===== config.mk =====
export PLATFORM = sky130hd
export DESIGN_NAME = replay_ctrl_flat
export DESIGN_NICKNAME = d
export VERILOG_FILES = /design/src/rtl/replay_ctrl_if.sv /design/src/rtl/replay_ctrl.sv /design/src/flat_wrapper.sv
export SDC_FILE = /design/constraint.sdc
export NUM_CORES = 1
export LEC_CHECK = 0
export ABC_AREA = 1
export BUFFER_PORTS_ARGS = -buffer_cell sky130_fd_sc_hd__buf_2
export CORE_UTILIZATION = 45
export DETAILED_ROUTE_END_ITERATION = 12
export HOLD_SLACK_MARGIN = 0.08
export PLACE_DENSITY = 0.67
export SYNTH_ARGS = -nofsm -noshare
export SYNTH_HDL_FRONTEND = slang
export SYNTH_SLANG_ARGS = --single-unit

===== constraint.sdc =====
create_clock -name CLK -period 1.6 [get_ports CLK]
set_input_delay 0.08 -clock CLK [delete_from_list [all_inputs] [get_ports CLK]]
set_output_delay 0.08 -clock CLK [all_outputs]
set_load 0.01 [all_outputs]

===== src/rtl/replay_ctrl_if.sv =====
// Bundles the replay controller's game-side inputs and BRAM/renderer-side outputs.
// The master modport is the game top level; the slave modport is replay_ctrl.
interface replay_ctrl_if #(
  parameter int ADDR_BITS = 9
);
  logic                 mode;
  logic                 endgame;
  logic                 reply;
  logic                 vga_vs;
  logic                 ram_enable;
  logic                 write_enable;
  logic [ADDR_BITS-1:0] address;
  logic                 rd_valid;
  logic                 replay_active;
  logic                 replay_done;
  logic [ADDR_BITS:0]   rec_count;

  modport master (
    output mode, endgame, reply, vga_vs,
    input  ram_enable, write_enable, address, rd_valid,
           replay_active, replay_done, rec_count
  );

  modport slave (
    input  mode, endgame, reply, vga_vs,
    output ram_enable, write_enable, address, rd_valid,
           replay_active, replay_done, rec_count
  );
endinterface


===== src/rtl/replay_ctrl.sv =====
// replay_ctrl: sequences the pong position-record BRAM. While a game is running it
// writes one snapshot per frame slot; after game over and a replay request it reads
// the stored snapshots back, one per frame slot, for the capture renderer.
// Optional feature: define REPLAY_WRAP_EN for a circular record buffer that keeps the
// most recent 2**ADDR_BITS frames; without it recording stops once the BRAM is full.
module replay_ctrl #(
  parameter int ADDR_BITS = 9,
  parameter int FRAME_DIV = 1
) (
  input logic         CLK,
  input logic         RST_BTN_N,
  replay_ctrl_if.slave bus
);

  localparam logic [ADDR_BITS:0]   FULL_CNT = {1'b1, {ADDR_BITS{1'b0}}};
  localparam logic [ADDR_BITS:0]   CNT_ONE  = (ADDR_BITS+1)'(1);
  localparam logic [ADDR_BITS-1:0] PTR_ONE  = ADDR_BITS'(1);
  localparam logic [3:0]           DIV_LAST = 4'(FRAME_DIV - 1);

  typedef enum logic [2:0] {
    S_IDLE, S_RECORD, S_FULL, S_ARMED, S_REPLAY, S_DONE
  } state_t;

  state_t               state_q, state_d;
  logic                 vs_q, vs_d;
  logic                 reply_q, reply_d;
  logic [3:0]           div_q, div_d;
  logic [ADDR_BITS-1:0] wr_ptr_q, wr_ptr_d;
  logic [ADDR_BITS-1:0] rd_ptr_q, rd_ptr_d;
  logic [ADDR_BITS:0]   rec_count_q, rec_count_d;
  logic [ADDR_BITS:0]   issued_q, issued_d;
  logic                 we_q, we_d;
  logic                 re_q, re_d;
  logic                 rv_q, rv_d;
  logic [ADDR_BITS-1:0] address_q, address_d;

  logic                 frame_tick;
  logic                 slot;
  logic                 reply_rise;
  logic [ADDR_BITS-1:0] start_ptr;

  assign frame_tick = vs_q & ~bus.vga_vs;
  assign slot       = frame_tick && (div_q == DIV_LAST);
  assign reply_rise = bus.reply & ~reply_q;

`ifdef REPLAY_WRAP_EN
  // Once the buffer has wrapped, the oldest frame sits at the write pointer.
  assign start_ptr = (rec_count_q == FULL_CNT) ? wr_ptr_q : '0;
`else
  assign start_ptr = '0;
`endif

  // Next-state, pointer and BRAM-strobe logic.
  // NOTE: every variable gets a default first so no path leaves one unassigned (no latches).
  always_comb begin
    state_d     = state_q;
    vs_d        = bus.vga_vs;
    reply_d     = bus.reply;
    div_d       = div_q;
    wr_ptr_d    = wr_ptr_q;
    rd_ptr_d    = rd_ptr_q;
    rec_count_d = rec_count_q;
    issued_d    = issued_q;
    we_d        = 1'b0;
    re_d        = 1'b0;
    rv_d        = re_q;
    address_d   = address_q;

    if (frame_tick) div_d = (div_q == DIV_LAST) ? '0 : div_q + 4'd1;

    case (state_q)
      S_IDLE: begin
        wr_ptr_d    = '0;
        rd_ptr_d    = '0;
        rec_count_d = '0;
        issued_d    = '0;
        if (bus.mode && !bus.endgame) state_d = S_RECORD;
      end
      S_RECORD: begin
        // Game over beats a coincident slot: the final frame is not stored.
        if (bus.endgame) begin
          state_d = S_ARMED;
        end else if (slot) begin
          we_d      = 1'b1;
          address_d = wr_ptr_q;
          wr_ptr_d  = wr_ptr_q + PTR_ONE;
          if (rec_count_q != FULL_CNT) rec_count_d = rec_count_q + CNT_ONE;
`ifndef REPLAY_WRAP_EN
          if (rec_count_q == FULL_CNT - CNT_ONE) state_d = S_FULL;
`endif
        end
      end
      S_FULL: begin
        if (bus.endgame) state_d = S_ARMED;
      end
      S_ARMED, S_DONE: begin
        if (state_q == S_DONE && !bus.endgame) begin
          state_d = S_IDLE;
        end else if (reply_rise) begin
          rd_ptr_d = start_ptr;
          issued_d = '0;
          state_d  = (rec_count_q == '0) ? S_DONE : S_REPLAY;
        end
      end
      S_REPLAY: begin
        if (slot && issued_q != rec_count_q) begin
          re_d      = 1'b1;
          address_d = rd_ptr_q;
          rd_ptr_d  = rd_ptr_q + PTR_ONE;
          issued_d  = issued_q + CNT_ONE;
        end else if (issued_q == rec_count_q && rv_q) begin
          state_d = S_DONE;
        end
      end
      default: state_d = S_IDLE;
    endcase

    // Leaving the game drops everything, including a strobe about to be issued.
    if (!bus.mode) begin
      state_d     = S_IDLE;
      we_d        = 1'b0;
      re_d        = 1'b0;
      rv_d        = 1'b0;
      wr_ptr_d    = '0;
      rd_ptr_d    = '0;
      rec_count_d = '0;
      issued_d    = '0;
    end

    if (state_d != state_q) div_d = '0;
  end

  // State and datapath registers; BRAM contents live outside and survive reset.
  // NOTE: sequential state uses non-blocking assignments so all flops update together.
  always_ff @(posedge CLK or negedge RST_BTN_N) begin
    if (!RST_BTN_N) begin
      state_q     <= S_IDLE;
      vs_q        <= 1'b0;
      reply_q     <= 1'b0;
      div_q       <= '0;
      wr_ptr_q    <= '0;
      rd_ptr_q    <= '0;
      rec_count_q <= '0;
      issued_q    <= '0;
      we_q        <= 1'b0;
      re_q        <= 1'b0;
      rv_q        <= 1'b0;
      address_q   <= '0;
    end else begin
      state_q     <= state_d;
      vs_q        <= vs_d;
      reply_q     <= reply_d;
      div_q       <= div_d;
      wr_ptr_q    <= wr_ptr_d;
      rd_ptr_q    <= rd_ptr_d;
      rec_count_q <= rec_count_d;
      issued_q    <= issued_d;
      we_q        <= we_d;
      re_q        <= re_d;
      rv_q        <= rv_d;
      address_q   <= address_d;
    end
  end

  assign bus.write_enable  = we_q;
  assign bus.ram_enable    = re_q;
  assign bus.rd_valid      = rv_q;
  assign bus.address       = address_q;
  assign bus.rec_count     = rec_count_q;
  assign bus.replay_active = (state_q == S_REPLAY);
  assign bus.replay_done   = (state_q == S_DONE);

endmodule


===== src/flat_wrapper.sv =====
// flat-port wrapper written by rule: the top's interface ports become plain ports
module replay_ctrl_flat 
#(
  parameter int ADDR_BITS = 9,
  parameter int FRAME_DIV = 1
)
  (CLK, RST_BTN_N, bus_mode, bus_endgame, bus_reply, bus_vga_vs, bus_ram_enable, bus_write_enable, bus_address, bus_rd_valid, bus_replay_active, bus_replay_done, bus_rec_count);
  replay_ctrl_if #(.ADDR_BITS(ADDR_BITS)) bus_i ();
  input logic CLK;
  input logic RST_BTN_N;
  input wire logic [$bits(bus_i.mode)-1:0] bus_mode;
  input wire logic [$bits(bus_i.endgame)-1:0] bus_endgame;
  input wire logic [$bits(bus_i.reply)-1:0] bus_reply;
  input wire logic [$bits(bus_i.vga_vs)-1:0] bus_vga_vs;
  output wire logic [$bits(bus_i.ram_enable)-1:0] bus_ram_enable;
  output wire logic [$bits(bus_i.write_enable)-1:0] bus_write_enable;
  output wire logic [$bits(bus_i.address)-1:0] bus_address;
  output wire logic [$bits(bus_i.rd_valid)-1:0] bus_rd_valid;
  output wire logic [$bits(bus_i.replay_active)-1:0] bus_replay_active;
  output wire logic [$bits(bus_i.replay_done)-1:0] bus_replay_done;
  output wire logic [$bits(bus_i.rec_count)-1:0] bus_rec_count;
  assign bus_i.mode = bus_mode;
  assign bus_i.endgame = bus_endgame;
  assign bus_i.reply = bus_reply;
  assign bus_i.vga_vs = bus_vga_vs;
  assign bus_ram_enable = bus_i.ram_enable;
  assign bus_write_enable = bus_i.write_enable;
  assign bus_address = bus_i.address;
  assign bus_rd_valid = bus_i.rd_valid;
  assign bus_replay_active = bus_i.replay_active;
  assign bus_replay_done = bus_i.replay_done;
  assign bus_rec_count = bus_i.rec_count;
  replay_ctrl #(.ADDR_BITS(ADDR_BITS), .FRAME_DIV(FRAME_DIV)) u_core (.CLK(CLK), .RST_BTN_N(RST_BTN_N), .bus(bus_i));
endmodule

; Word level (Yosys, flattened, before mapping)
; Cells that the tools add are included.
[word_totals]
ff_bits = 59
in_bits = 6
output_inout_bits = 24
elab_cells = 104
[op_classes]
n_addsub = 5
eq_ne = 21
n_mux = 46
bitwise = 4
reduce_logical = 16
[ops]
columns = cell, count
row1 = 9-bit 2-to-1 mux, 10
row2 = 10-bit 2-to-1 mux, 8
row3 = 9-bit case mux with 2 select lines, 2
row4 = 3-bit 2-to-1 mux, 10
row5 = 10-bit case mux with 3 select lines, 1
row6 = 9-bit case mux with 3 select lines, 1
row7 = 10-bit by 1-bit adder with 10-bit output (second input constant), 2
row8 = 10-bit case mux with 2 select lines, 1
row9 = 9-bit by 1-bit adder with 9-bit output (second input constant), 2
row10 = 3-bit case mux with 5 select lines, 1
row11 = 4-bit 2-to-1 mux, 3
row12 = 3-bit by 2-bit != test with 1-bit output (second input constant), 4
row13 = 4-bit AND reduction, 3
row14 = 10-bit equality test, 1
row15 = 10-bit by 9-bit equality test with 1-bit output (second input constant), 1
row16 = 10-bit zero test, 1
row17 = 10-bit != test, 1
row18 = 10-bit != test (second input constant), 1
row19 = 1-bit 2-to-1 mux, 9
row20 = 3-bit by 2-bit equality test with 1-bit output (second input constant), 2
row21 = 3-bit equality test (second input constant), 2
row22 = 3-bit != test (second input constant), 2
row23 = 1-bit logical AND, 5
row24 = 4-bit by 1-bit adder with 4-bit output (second input constant), 1
row25 = 14 further kinds, 18

; Longest topological paths before layout
[depth]
ltp_word = 9
mapped_depth = 15
ltp_nobuf = 15

; Least setup slack after synthesis
; Ideal clock, no wire load.
[synth_path]
path_kind = flip-flop to flip-flop
startpoint = register u_core.rec_count_q[0], in the netlist u_core.bus.rec_count[0]
endpoint = register u_core.rec_count_q[0], in the netlist u_core.bus.rec_count[0]
setup_time_ns = 0.119
t_arrival_ns = 1.515
t_required_ns = 1.481
setup_slack_ns = -0.034
stages_incl_launch_ff = 11
n_path_buf = 1
period_less_slack_ns = 1.634
cell_sequence = dfrtp_1 > inv_1 > ha_1 > nand4_1 > nor4_1 > nand3_1 > nand2_4 > inv_2 > buf_6 > nand3_1 > o21ai_2
[synth_via]
elab_chain_len = 6
elab_cells_between_ends = 9
classes_between = 1 x add/sub / 2 x eq/ne / 5 x mux / 1 x reduce/logical
[synth_lines]
columns = item, line
row1 = start: declaration, replay_ctrl.sv:30  ; logic [ADDR_BITS:0] rec_count_q, rec_count_d;
row2 = start signal: assignment, replay_ctrl.sv:156  ; rec_count_q <= rec_count_d;
row3 = 10-bit by 1-bit adder with 10-bit output, replay_ctrl.sv:87  ; if (rec_count_q != FULL_CNT) rec_count_d = rec_count_q + CNT_ONE;
row4 = 10-bit 2-to-1 mux, replay_ctrl.sv:87
row5 = 10-bit 2-to-1 mux, replay_ctrl.sv:83  ; end else if (slot) begin
row6 = 10-bit 2-to-1 mux, replay_ctrl.sv:81  ; if (bus.endgame) begin
row7 = 10-bit case mux with 2 select lines, replay_ctrl.sv:71  ; case (state_q)
row8 = 10-bit 2-to-1 mux, replay_ctrl.sv:119  ; if (!bus.mode) begin
; Parallel ways exist; a longest one is shown, timed or not. The select of a mux whose other input is x is not followed.
; A chain may end at the register's enable or synchronous reset.

; Worst setup path in the final report
[layout_path]
startpoint = register u_core.div_q[1]
endpoint = register u_core.div_q[1]
[layout_via]
elab_chain_len = 8
elab_cells_between_ends = 14
classes_between = 1 x add/sub / 1 x eq/ne / 8 x mux / 4 x reduce/logical
[layout_lines]
columns = item, line
row1 = start: declaration, replay_ctrl.sv:27  ; logic [3:0] div_q, div_d;
row2 = start signal: assignment, replay_ctrl.sv:153  ; div_q <= div_d;
row3 = 4-bit zero test, "replay_ctrl.sv:43, replay_ctrl.sv:69"
row4 = 1-bit logical AND, replay_ctrl.sv:43  ; assign slot = frame_tick && (div_q == DIV_LAST);
row5 = 3-bit 2-to-1 mux / 1-bit logical AND (equally long branches), "replay_ctrl.sv:83, replay_ctrl.sv:106"
row6 = 3-bit 2-to-1 mux (on tied branches), "replay_ctrl.sv:81, replay_ctrl.sv:106"
row7 = 3-bit case mux with 5 select lines, replay_ctrl.sv:71
row8 = 3-bit 2-to-1 mux, replay_ctrl.sv:119
row9 = 3-bit != test, replay_ctrl.sv:130  ; if (state_d != state_q) div_d = '0;
row10 = 4-bit 2-to-1 mux / 2-bit nonzero test (equally long branches), -
; Parallel ways exist; a longest one is shown, timed or not. The select of a mux whose other input is x is not followed.

==> flow_summary.json <==
{
  "status": "finished with violations",
  "violations": "negative setup slack",
  "wl_per_cell_um": 14.0,
  "worstSkewPairLatency_ns": 0.35,
  "p_clk_share_pct": 27.0,
  "htreeDepth": 3,
  "ioPinCount": 30,
  "finalSetupViolCount": 50,
  "met1_length_um": 4770,
  "leakage_nw": 2.59,
  "syn_nets": 499,
  "final_cell_mix": "nand2_1, buf_4, dfrtp_1",
  "cp-end-kind": "flip-flop",
  "drv_slew": 0,
  "yosys_warnings": 0,
  "ant_nets": 0,
  "sw_frac_of_total_pct": 36.7,
  "diodes": 0,
  "drv_cap": 0,
  "hold_viol": 0,
  "power.switching_mw": 1.91,
  "wl_met2_um": 4910,
  "synthToLayoutAreaGrowth_pct": 47.5,
  "clkSlewWorstSetupHoldPaths_ns": 0.08,
  "routed_wl_um": 10400,
  "place_congestion": 0.890,
  "dp_hpwl_um": 6950,
  "post_drt_via_cell_ratio": 5.07,
  "synth.distinct_cells": 35,
  "rows": 32,
  "clock_path_buffers": 2,
  "antenna_found_initial": 0,
  "dr.pass1.iters": 5,
  "cp_cell_sequence": "inv_2 > buf_6 > buf_4 > buf_4 > buf_4 > buf_4 > buf_4 > buf_4 > buf_4 > buf_4 > nand2_2 > o21ai_1 > nor2_1",
  "cts_buffers": 9,
  "grt_start_max_net_pins": 60,
  "cts.sinks": 59,
  "worst_pin_slew_ns": 0.340,
  "critPathMaxFanout": 2,
  "fill_cells": 618,
  "required_ns": 1.89,
  "power_density_nw_per_um2": 979,
  "die_h_um": 91.5,
  "die_x_um": 91.5,
  "worstPathArrival_ns": 2.06,
  "syn_inst": 486,
  "final_nets": 651,
  "portBuffers": 29,
  "drtIter0Drc": 250,
  "max-vdd-ir-drop_mv": 0.510,
  "crit_slowest_cell": "dfrtp_1",
  "grt_pass1_wl_um": 16600,
  "fmax_ghz": 0.562,
  "drive_gt1_share_pct": 42.3,
  "avgSynthCellArea_um2": 7.42,
  "drc": 0,
  "criticalPathCategory": "reg -> reg",
  "fin_crit_sh_pct": 111,
  "synthesis.area_um2": 3610,
  "worst_slack_ns": -0.178,
  "period_needed_ns": 1.78,
  "grt_pass1_vias": 3466,
  "track_usage_pct": 25.5,
  "synth-seq-cells": 59,
  "cts_tree": "done",
  "pwr-share-comb_pct": 41.4,
  "finClkSkew_ns": 0.00870,
  "hold_class": "in -> reg",
  "whs_ns": 0.178,
  "core_um2": 7730,
  "via_count": 3774,
  "root_buffer": "clkbuf_8",
  "top_layer": "met4",
  "seqPwrFrac_pct": 31.5,
  "met3_wirelength_um": 452,
  "critPathMostFrequentCell": "buf_4",
  "post-place-cells": 697,
  "gr-total-overflow": 0,
  "seq_area_frac_synth_pct": 40.9,
  "dieArea_um2": 8380,
  "rsz0062_at_grt": "yes",
  "layout.cells.non_filler": 745,
  "slowest_delay_ns": 0.38,
  "slew_headroom_pct": 77.1,
  "internal-power_mw": 3.30,
  "critical_path.startpoint_type": "flip-flop",
  "start_util_pct": 46.7
}
==> worst paths after layout <==
path | start | cells after the start | end | slack (ns)
min in group asynchronous | RST_BTN_N | 3 | u_core.bus.address[6] | 0.26
worst min register to register | u_core.wr_ptr_q[8] | 1 | u_core.wr_ptr_q[8] | 0.47
max in group asynchronous | RST_BTN_N | 3 | u_core.bus.rec_count[2] | 1.06
worst max-delay path | u_core.div_q[1] | 13 | u_core.div_q[1] | -0.18
worst min-delay path | bus_mode | 4 | u_core.bus.rd_valid | 0.18
worst max register to register | u_core.div_q[1] | 13 | u_core.div_q[1] | -0.18
==> Yosys cell counts <==
library cell  number  area, um^2
nand2_1          122         458
dfrtp_1           59        1480
inv_1             53         199
nor2_1            41         154
o21ai_0           30         150
nand3_1           28         140
nor3_1            25         125
o21ai_1           19        95.1
a21oi_1           14        70.1
xor2_1            13         114
inv_2              9        33.8
ha_1               7        87.6
nand4_1            7        43.8
o21ai_2            7        61.3
buf_2              5        25.0
nor4_1             5        31.3
nand2_2            4        25.0
nor2_2             4        25.0
nor2_4             4        45.0
buf_6              3        33.8
inv_4              3        18.8
nor3b_1            3        22.5
a21boi_0           2        15.0
a31oi_1            2        12.5
buf_1              2        7.51
clkbuf_1           2        7.51
nand2_4            2        22.5
nor2_8             2        40.0
or2_2              2        12.5
xnor2_1            2        17.5
a21boi_1           1        7.51
buf_4              1        7.51
clkinv_1           1        3.75
nand4_2            1        12.5
o21a_1             1        7.51
==> per-layer routing <==
metal / vias to the layer above / GRT usage, %
met2: 107 / 40.6
met3: 26 / 4.61
li1: 1878 / -
met1: 1763 / 34.5
met4: 0 / 9.79
met5: - / 0
==> worst max-delay path: cells and delay by family, from the launching register on <==
family	cells	cell delay [ns]
AO/OA/AOI/OAI	1	0.05
buffers and inverters	10	1.12
flip-flops	1	0.38
AND/OR/NAND/NOR	2	0.15
==> per-stage QoR <==
stage          TNS (ns)  setup slack, ns  total power [mW]  utilization (%)  cell area [um^2]
2_1_floorplan    -0.136          -0.0237              2.54                -              3620
3_3_place_gp      -3.90           -0.176              3.13             58.7              4530
3_5_place_dp      -6.77           -0.234              3.16             58.7              4530
4_1_cts           -5.47           -0.196              4.83             64.6              4990
5_1_grt          -11.12           -0.328              5.49             68.9              5320
6_report          -5.48           -0.178              5.21             68.9              5320
==> state kept, by name (all words and copies together), names as in the netlist <==
name	cells
u_core.bus.address	9
u_core.bus.ram_enable	1
u_core.bus.rd_valid	1
u_core.bus.rec_count	10
u_core.bus.write_enable	1
u_core.div_q	4
u_core.issued_q	10
u_core.rd_ptr_q	9
u_core.reply_q	1
u_core.state_q	3
u_core.vs_q	1
u_core.wr_ptr_q	9
==> power groups by stage <==
stage | logic [mW] | clock network (mW) | registers (mW)
floorplan | 0.894 | 0 | 1.65
global placement | 1.48 | 0 | 1.65
detailed placement | 1.51 | 0 | 1.66
CTS | 1.77 | 1.43 | 1.63
global route | 2.33 | 1.51 | 1.65
finish | 2.16 | 1.41 | 1.64
==> kinds of logic (layout without fill, tap and decap cells) <==
family          count (synthesis)  in the layout  synth area share, %
flops                          59             59                 40.9
buf+inv                        79            236                 9.33
compound gates                 76             76                 11.6
fa+ha+maj                       7              7                 2.43
xor+xnor                       15             15                 3.64
simple gates                  250            250                 32.1
==> repair_timing <==
item                                   in CTS  in global routing
hold buffers                                4                  0
endpoints found under the hold margin      62                  0
resized for setup                          26                 75
pin swaps                                  10                 20
buffers inserted                           16                 10
setup endpoints to repair                  52                 55
gates cloned                                1                  1
==> layout make-up <==
class,instances,area [um^2],share of cell area (%)
Sequential cell,59,1480,27.9
Tap cell,102,128,2.40
Timing Repair Buffer,154,1180,22.2
Multi-Input combinational cell,348,2060,38.7
Clock buffer,9,124,2.33
Inverter,66,269,5.06
Clock inverter,7,76.3,1.43
Note: power is estimated with default switching activity, not from simulation.
